$ cat src/rtl/wb_pkg.sv
// Shared definitions for the write-back queue.
//   DATA_W     : register data width
//   REG_W      : register index width (R0 is hard-wired zero)
//   wb_entry_t : one queued load result (live flag, destination, data)
package wb_pkg;

    localparam int DATA_W = 16;
    localparam int REG_W  = 3;
    localparam int NREGS  = 1 << REG_W;

    typedef struct packed {
        logic              live;  // cleared by a WAW squash; dead entries pop silently
        logic [REG_W-1:0]  rd;
        logic [DATA_W-1:0] data;
    } wb_entry_t;

endpackage

$ cat src/rtl/wb_fifo.sv
// Circular buffer of wb_entry_t for the write-back queue.
// Ports:
//   clk, rst_n   : clock, async active-low reset (clears all entries)
//   push, din    : write din at the tail
//   pop          : retire the head entry
//   kill         : per-slot live-bit clear (WAW squash)
//   entries      : raw slot contents, for rd compare and pending mask
//   head         : entry at the read pointer
//   count        : occupied slots, dead ones included
//   full, empty  : occupancy flags
module wb_fifo
    import wb_pkg::*;
#(
    parameter int DEPTH = 4
) (
    input  logic                         clk,
    input  logic                         rst_n,
    input  logic                         push,
    input  wb_entry_t                    din,
    input  logic                         pop,
    input  logic [DEPTH-1:0]             kill,
    output wb_entry_t [DEPTH-1:0]        entries,
    output wb_entry_t                    head,
    output logic [$clog2(DEPTH):0]       count,
    output logic                         full,
    output logic                         empty
);

    localparam int PW = $clog2(DEPTH);

    wb_entry_t [DEPTH-1:0] mem;
    logic [PW-1:0]         wptr, rptr;

    assign entries = mem;
    assign head    = mem[rptr];
    assign full    = (count == (PW+1)'(DEPTH));
    assign empty   = (count == '0);

    // Live bits are only ever set for occupied slots: kill and pop clear
    // them, push sets them. That lets the pending mask ignore pointers.
    always_ff @(posedge clk or negedge rst_n) begin
        if (!rst_n) begin
            mem   <= '0;
            wptr  <= '0;
            rptr  <= '0;
            count <= '0;
        end else begin
            for (int i = 0; i < DEPTH; i++)
                if (kill[i]) mem[i].live <= 1'b0;
            if (pop) begin
                mem[rptr].live <= 1'b0;
                rptr           <= rptr + 1'b1;
            end
            if (push) begin
                mem[wptr] <= din;
                wptr      <= wptr + 1'b1;
            end
            case ({push, pop})
                2'b10:   count <= count + 1'b1;
                2'b01:   count <= count - 1'b1;
                default: count <= count;
            endcase
        end
    end

endmodule

$ cat src/rtl/wb_write_queue.sv
// Write-back arbiter: merges ALU results and load results onto the single
// register-file write port, queueing loads that collide with ALU writes.
// Ports:
//   clk, rst_n                     : clock, async active-low reset
//   alu_valid/alu_rd/alu_data      : unstallable ALU result
//   mem_valid/mem_ready/mem_rd/mem_data : load result handshake
//   enableWrite/RW/BusW            : registered register-file write port
//   pending                        : registers targeted by live queued loads
//   q_count                        : queue occupancy (dead entries included)
module wb_write_queue
    import wb_pkg::*;
#(
    parameter int DEPTH = 4
) (
    input  logic                   clk,
    input  logic                   rst_n,
    input  logic                   alu_valid,
    input  logic [REG_W-1:0]       alu_rd,
    input  logic [DATA_W-1:0]      alu_data,
    input  logic                   mem_valid,
    output logic                   mem_ready,
    input  logic [REG_W-1:0]       mem_rd,
    input  logic [DATA_W-1:0]      mem_data,
    output logic                   enableWrite,
    output logic [REG_W-1:0]       RW,
    output logic [DATA_W-1:0]      BusW,
    output logic [NREGS-1:0]       pending,
    output logic [$clog2(DEPTH):0] q_count
);

    localparam int CW = $clog2(DEPTH) + 1;

    wb_entry_t [DEPTH-1:0] entries;
    wb_entry_t             head, din;
    logic [DEPTH-1:0]      kill;
    logic                  full, empty;
    logic                  alu_issue, mem_acc, head_live, head_dead;
    logic                  bypass, squash_load, push, pop;
    logic                  issue;
    logic [REG_W-1:0]      issue_rd;
    logic [DATA_W-1:0]     issue_data;

    // No credit for a same-cycle pop: a full queue refuses loads this cycle.
    assign mem_ready = (q_count < CW'(DEPTH));

    assign mem_acc   = mem_valid && mem_ready;
    assign alu_issue = alu_valid && (alu_rd != '0);
    assign head_live = !empty && head.live;
    assign head_dead = !empty && !head.live;

    // A dead head leaves regardless of the ALU; a live one only when the
    // port is free.
    assign pop = head_dead || (head_live && !alu_issue);

    // Same-cycle load is older than the ALU result, so an ALU write to the
    // same rd makes the load redundant.
    assign squash_load = alu_issue && (mem_rd == alu_rd);
    assign bypass      = mem_acc && (mem_rd != '0) && empty && !alu_issue;
    assign push        = mem_acc && (mem_rd != '0) && !bypass && !squash_load;

    assign din = '{live: 1'b1, rd: mem_rd, data: mem_data};

    always_comb begin
        kill = '0;
        for (int i = 0; i < DEPTH; i++)
            kill[i] = alu_issue && entries[i].live && (entries[i].rd == alu_rd);
    end

    always_comb begin
        pending = '0;
        for (int i = 0; i < DEPTH; i++)
            if (entries[i].live) pending[entries[i].rd] = 1'b1;
    end

    always_comb begin
        issue      = 1'b0;
        issue_rd   = '0;
        issue_data = '0;
        if (alu_issue) begin
            issue      = 1'b1;
            issue_rd   = alu_rd;
            issue_data = alu_data;
        end else if (head_live) begin
            issue      = 1'b1;
            issue_rd   = head.rd;
            issue_data = head.data;
        end else if (bypass) begin
            issue      = 1'b1;
            issue_rd   = mem_rd;
            issue_data = mem_data;
        end
    end

    wb_fifo #(.DEPTH(DEPTH)) u_fifo (
        .clk     (clk),
        .rst_n   (rst_n),
        .push    (push),
        .din     (din),
        .pop     (pop),
        .kill    (kill),
        .entries (entries),
        .head    (head),
        .count   (q_count),
        .full    (full),
        .empty   (empty)
    );

    // RW/BusW hold their last value while the strobe is low.
    always_ff @(posedge clk or negedge rst_n) begin
        if (!rst_n) begin
            enableWrite <= 1'b0;
            RW          <= '0;
            BusW        <= '0;
        end else begin
            enableWrite <= issue;
            if (issue) begin
                RW   <= issue_rd;
                BusW <= issue_data;
            end
        end
    end

endmodule

$ cat config.mk
export PLATFORM = sky130hd
export DESIGN_NAME = wb_write_queue
export DESIGN_NICKNAME = d
export VERILOG_FILES = /design/src/rtl/wb_pkg.sv /design/src/rtl/wb_fifo.sv /design/src/rtl/wb_write_queue.sv
export SDC_FILE = /design/constraint.sdc
export NUM_CORES = 1
export LEC_CHECK = 0
export ABC_CLOCK_PERIOD_IN_PS = 2900
export CORE_MARGIN = 5
export CORE_UTILIZATION = 50
export DETAILED_ROUTE_END_ITERATION = 8
export PLACE_DENSITY = 0.81
export SYNTH_ARGS = -nofsm -noshare
export SYNTH_HDL_FRONTEND = slang
export SYNTH_SLANG_ARGS = --single-unit
$ cat constraint.sdc
create_clock -name clk -period 2.9 [get_ports clk]
set_clock_uncertainty 0.1 [all_clocks]
set_input_delay 0.725 -clock clk [delete_from_list [all_inputs] [get_ports clk]]
set_output_delay 0.725 -clock clk [all_outputs]
set_load 0.005 [all_outputs]
==> run summary <==
Seq/Total Area, Yosys: 46.8%
Post-Layout Inst Area: 7120 um2
Nets: 587
Internal: 4.96 mW
Period utilization: 98.1%
Worst EP required: 2.08 ns
Root Buffer: clkbuf_16
Drt first pass iters: 6
Wirelength per Cell: 21.9 um
Placed insts: 667
Worst vdd ir: 0.472 mV
Yosys cell types: 44
Primary FF master, synth: dfrtp_1
Total gr overflow: 0
Remaining antenna violation count: 0
Rows: 39
Net count after synthesis: 504
Gr usage total: 23.0%
Power Dens Cells: 1060 nW/um2
Max Root-Sink Buffers: 2
CP Class: reg2out
Placed cell area: 6770 um2
Switching pwr: 2.58 mW
Initial antenna violation count: 0
CP endpoint kind: output pin
Routed vias/inst: 6.20
Layout area overhead: 24.5%
Setup TNS: 0 ns
RSZ-0062 raised after global routing: no
Drt initial violations: 308
Final WL: 15000 um
Gate power share: 44.6%
Fin cells: 683
Post-layout minimum cycle time: 2.84 ns
Post-CTS Hold Buffers: 0
Leakage power: 2.99 nW
Clock Latency Late Sink: 0.35 ns
Slew HR: 53.1%
Final hold violations: 0
Max H-tree Level: 3
Starting Density: 50.5%
Nature of the critical path startpoint: register
DIE AREA: 13700 um2
Post-CTS setup buffer count: 0
IO Pins: 74
Warnings from Yosys: 0
Vias in the first global route: 4588
Die Y: 117 um
Avg Cell Area, Syn: 12.7 um2
DRC Markers: 0
Clk sink count: 107
Max Cap Viol: 0
Sw Ratio: 34.2%
Pwr Total: 7.53 mW
Max-slew violation total from the final report: 0
Largest net degree at the start of global routing: 53
Outcome: finished, final reports clean
Final GP Congestion: 0.931
First-pass GRT wire length: 24200 um
Core Area: 11300 um2
Reg power frac: 37.3%
Via Count: 4237
Synth Register Bits: 107
Crit path DAT: 2.02 ns
CTS buffer count: 9
Final setup fails: 0
EDFF count, synth: 0
CP Max Fanout: 7
Die W: 117 um
Post-Syn Instances: 452
Clk network pwr share: 18.1%
Port bufs: 73
Most frequent cells in the layout: 103 x dfrtp_1, 74 x mux2_2, 71 x clkdlybuf4s50_1
Fmax: 352 MHz
Post-layout util: 62.9%
Worst min path class: in2async
Clk slew on worst S/H paths: 0.08 ns
CTS tree: yes
N_diodes: 0
Slew of the pin with the lowest slew margin: 0.703 ns
Synth Cell Area: 5720 um2
Most common cell after layout, fill and taps aside: dfrtp_1
Fraction of layout cells with a size suffix above 1: 31.9%
HPWL after DPL: 10100 um
Synth async-reset ratio: 100%
metrics by stage:
step                setup slack [ns]  hold slack, ns
floorplan                      0.124           0.329
global placement              -0.145           0.372
finish                        0.0564           0.324
detailed placement            -0.202           0.373
global route                 0.00118           0.374
CTS                          0.00766           0.343
final timing paths:
kind	from	to	slack, ns	cells after the start
max reg2reg	u_fifo.entries[19]$_DFF_PN0_	u_fifo.count[2]$_DFFE_PN0P_	0.45	8
min reg2reg	BusW[12]$_DFFE_PN0P_	BusW[12]$_DFFE_PN0P_	0.39	1
max in group asynchronous	rst_n	u_fifo.entries[11]$_DFFE_PN0P_	1.77	2
max	u_fifo.entries[39]$_DFF_PN0_	pending[2]	0.06	4
min	rst_n	BusW[5]$_DFFE_PN0P_	0.32	1
min in group clk	BusW[12]$_DFFE_PN0P_	BusW[12]$_DFFE_PN0P_	0.39	1
power groups by stage:
stage	logic (mW)	clock network [mW]	registers, mW
CTS	3.36	1.38	2.79
finish	3.36	1.37	2.81
detailed placement	3.33	0	2.81
global placement	3.20	0	2.74
floorplan	2.27	0	2.55
global route	3.61	1.44	2.91
cells in the mapped netlist (2+ instances only):
| cell | instances | area [um2] |
|---|---|---|
| dfrtp_1 | 107 | 2680 |
| a21oi_2 | 4 | 35.0 |
| buf_6 | 9 | 101 |
| a31oi_1 | 4 | 25.0 |
| nor3_1 | 7 | 35.0 |
| a21o_1 | 3 | 22.5 |
| a21oi_1 | 2 | 10.0 |
| buf_4 | 2 | 15.0 |
| nand2_1 | 15 | 56.3 |
| ha_1 | 9 | 113 |
| a311oi_1 | 16 | 140 |
| buf_2 | 8 | 40.0 |
| nor2_1 | 21 | 78.8 |
| mux4_2 | 20 | 450 |
| or3_1 | 2 | 12.5 |
| xor2_1 | 4 | 35.0 |
| nor3b_1 | 8 | 60.1 |
| and3_1 | 16 | 100 |
| a31o_2 | 4 | 35.0 |
| mux2_1 | 4 | 45.0 |
| clkbuf_1 | 22 | 82.6 |
| inv_1 | 10 | 37.5 |
| mux2_2 | 74 | 833 |
| nand2b_1 | 4 | 25.0 |
| or4_1 | 3 | 22.5 |
| xnor2_1 | 16 | 140 |
| o31ai_4 | 2 | 42.5 |
| nand4b_1 | 8 | 70.1 |
| o2bb2ai_1 | 16 | 140 |
| nand3_1 | 8 | 40.0 |
| nand4_1 | 11 | 68.8 |
flip-flops by register name, indices dropped and copies added, names as in the netlist:
name            cells
u_fifo.entries     80
u_fifo.count        3
u_fifo.rptr         2
enableWrite         1
BusW               16
u_fifo.wptr         2
RW                  3
routing by layer:
metal / up-vias / GRT usage (%) / wire [um]
met5: - / 0 / 0
met4: 0 / 8.64 / 399
met3: 43 / 4.32 / 1030
met2: 195 / 36.6 / 7230
met1: 2156 / 31.5 / 6290
li1: 1843 / - / -
logic make-up (layout without fill, tap and decap cells):
family          after synthesis  in the layout  synth area share [%]
compound gates               58             58                  9.03
xor+xnor                     20             20                  3.06
fa+ha+maj                    10             10                  2.32
buf+inv                      53            141                  5.16
flops                       107            107                  46.8
mux                          99             99                  23.4
simple gates                105            105                  10.2
worst max-delay path: stages (launching register included):
cell and delay (ns):
dfrtp_2 0.49, nand2b_1 0.17, nor3b_1 0.07, or4_1 0.50, clkdlybuf4s50_1 0.45
layout make-up:
class	instances	area, um2
Clock inverter	6	96.3
Inverter	10	37.5
Sequential cell	107	2680
Clock buffer	10	239
Timing Repair Buffer	115	1120
Multi-Input combinational cell	292	2770
Tap cell	143	179
Fill cell	867	4200
timing repair:
action                     4_1_cts  5_1_grt
setup endpoints to repair        1        4
gates cloned                     0        0
gates resized for setup          1        6
(Power assumes the default switching activity.)
==> RTL change, RTL diff (config.mk and constraints unchanged) <==
Make the reset (`rst_n`) synchronous in 2 clocked blocks. Comments in the files are not updated.
--- a/src/rtl/wb_fifo.sv
+++ b/src/rtl/wb_fifo.sv
@@ -39,5 +39,5 @@
     // Live bits are only ever set for occupied slots: kill and pop clear
     // them, push sets them. That lets the pending mask ignore pointers.
-    always_ff @(posedge clk or negedge rst_n) begin
+    always_ff @(posedge clk) begin
         if (!rst_n) begin
             mem   <= '0;
--- a/src/rtl/wb_write_queue.sv
+++ b/src/rtl/wb_write_queue.sv
@@ -107,5 +107,5 @@
 
     // RW/BusW hold their last value while the strobe is low.
-    always_ff @(posedge clk or negedge rst_n) begin
+    always_ff @(posedge clk) begin
         if (!rst_n) begin
             enableWrite <= 1'b0;
Function: differs if rst_n is asserted again (counterexample within 4 cycles, from zero or initial values and one cycle with rst_n low); with rst_n held inactive, the same outputs for 4 cycles.
==> RTL change against the unedited design <==
- final area up 0.88%
- sequential cell count unchanged
- wire length up 20%
- setup slack about the same
- synthesized area up 3.7%
- highest routed layer unchanged
Power is not compared: it rests on default switching activity, and its combinational part moved more than twofold at a synthesized area within 25%.
==> RTL change: results <==
[yosys]
yosys_most_used_dff = "dfxtp_1"
syn-num-nets = 737
yosys.area_share.xor_xnor = 0.0266
synth_top_cells_by_count = "107 x dfxtp_1, 94 x a21oi_1, 84 x nand3_1, 70 x o21ai_0, 33 x clkbuf_1"
synth-compound-area-share = 0.242
synthArstFlopShare = 0
postSynthAreaPerCell_um2 = 8.66
yosysSeqAreaShare = 0.361

[placed_design]
gp_congestion = 0.897
dpl_cell_area_um2 = 6810
place_hpwl_um = 12000

[routing]
dr_wl_met2_um = 8550
drtPass1Iterations = 7
drtIter0Drc = 596
routedWlPerCell_um = 20.4
wl_met1_um = 7060
num_vias = 5832

[finish]
num-multi-input-gates = 485
buf_share = 0.163
nets = 787
sh_seq_area = 0.299
clockNetworkAreaShare = 0.0441
inverters = 13
clock_buffers = 9
drive_gt1_frac = 0.139
fillers = 930

[critical_path]
startpoint = "alu_valid"
r2r_slack_ps = 320
endpoint = "u_fifo.count[2]"
r2r_cells = 9
critPathSlowestCell = "clkdlybuf4s50_1"
r2r_start = "u_fifo.count[0]"

[sta]
whs_ps = 373
worst_pin_slew_ps = 841

[global_route]
grt_first_pass_wirelength_um = 29400
track_usage = 0.250

[power_and_ir_drop]
power_w = 0.00463

[run_status]
status = "finished clean"
## RTL change: per-stage QoR
| stage | setup WS [ps] | std cells | setup TNS, ps |
|---|---|---|---|
| floorplan | -134 | 685 | -137 |
| global placement | -315 | 865 | -521 |
| detailed placement | -359 | 865 | -2390 |
| CTS | 0.675 | 881 | 0 |
| finish | 56.3 | 883 | 0 |
| global route | -19.6 | 883 | -19.6 |
## RTL change: layer usage
metal	up-vias	GRT usage
li1	2647	-
met1	2768	0.338
met2	377	0.391
met3	40	0.0573
met4	0	0.0956
met5	-	0
## RTL change: critical path, delay by kind of cell
kind	cells	cell delay, ps
buffers and inverters	3	680
AND/OR/NAND/NOR	3	640
adder cells (fa/ha/maj)	2	540
AO/OA/AOI/OAI	2	290
XOR/XNOR	1	150
## RTL change: timing repair
item | in CTS | in global routing
endpoints found under the setup margin | 2 | 7
buffers inserted | 0 | 2
gates resized for setup | 2 | 16
pin swaps | 0 | 4
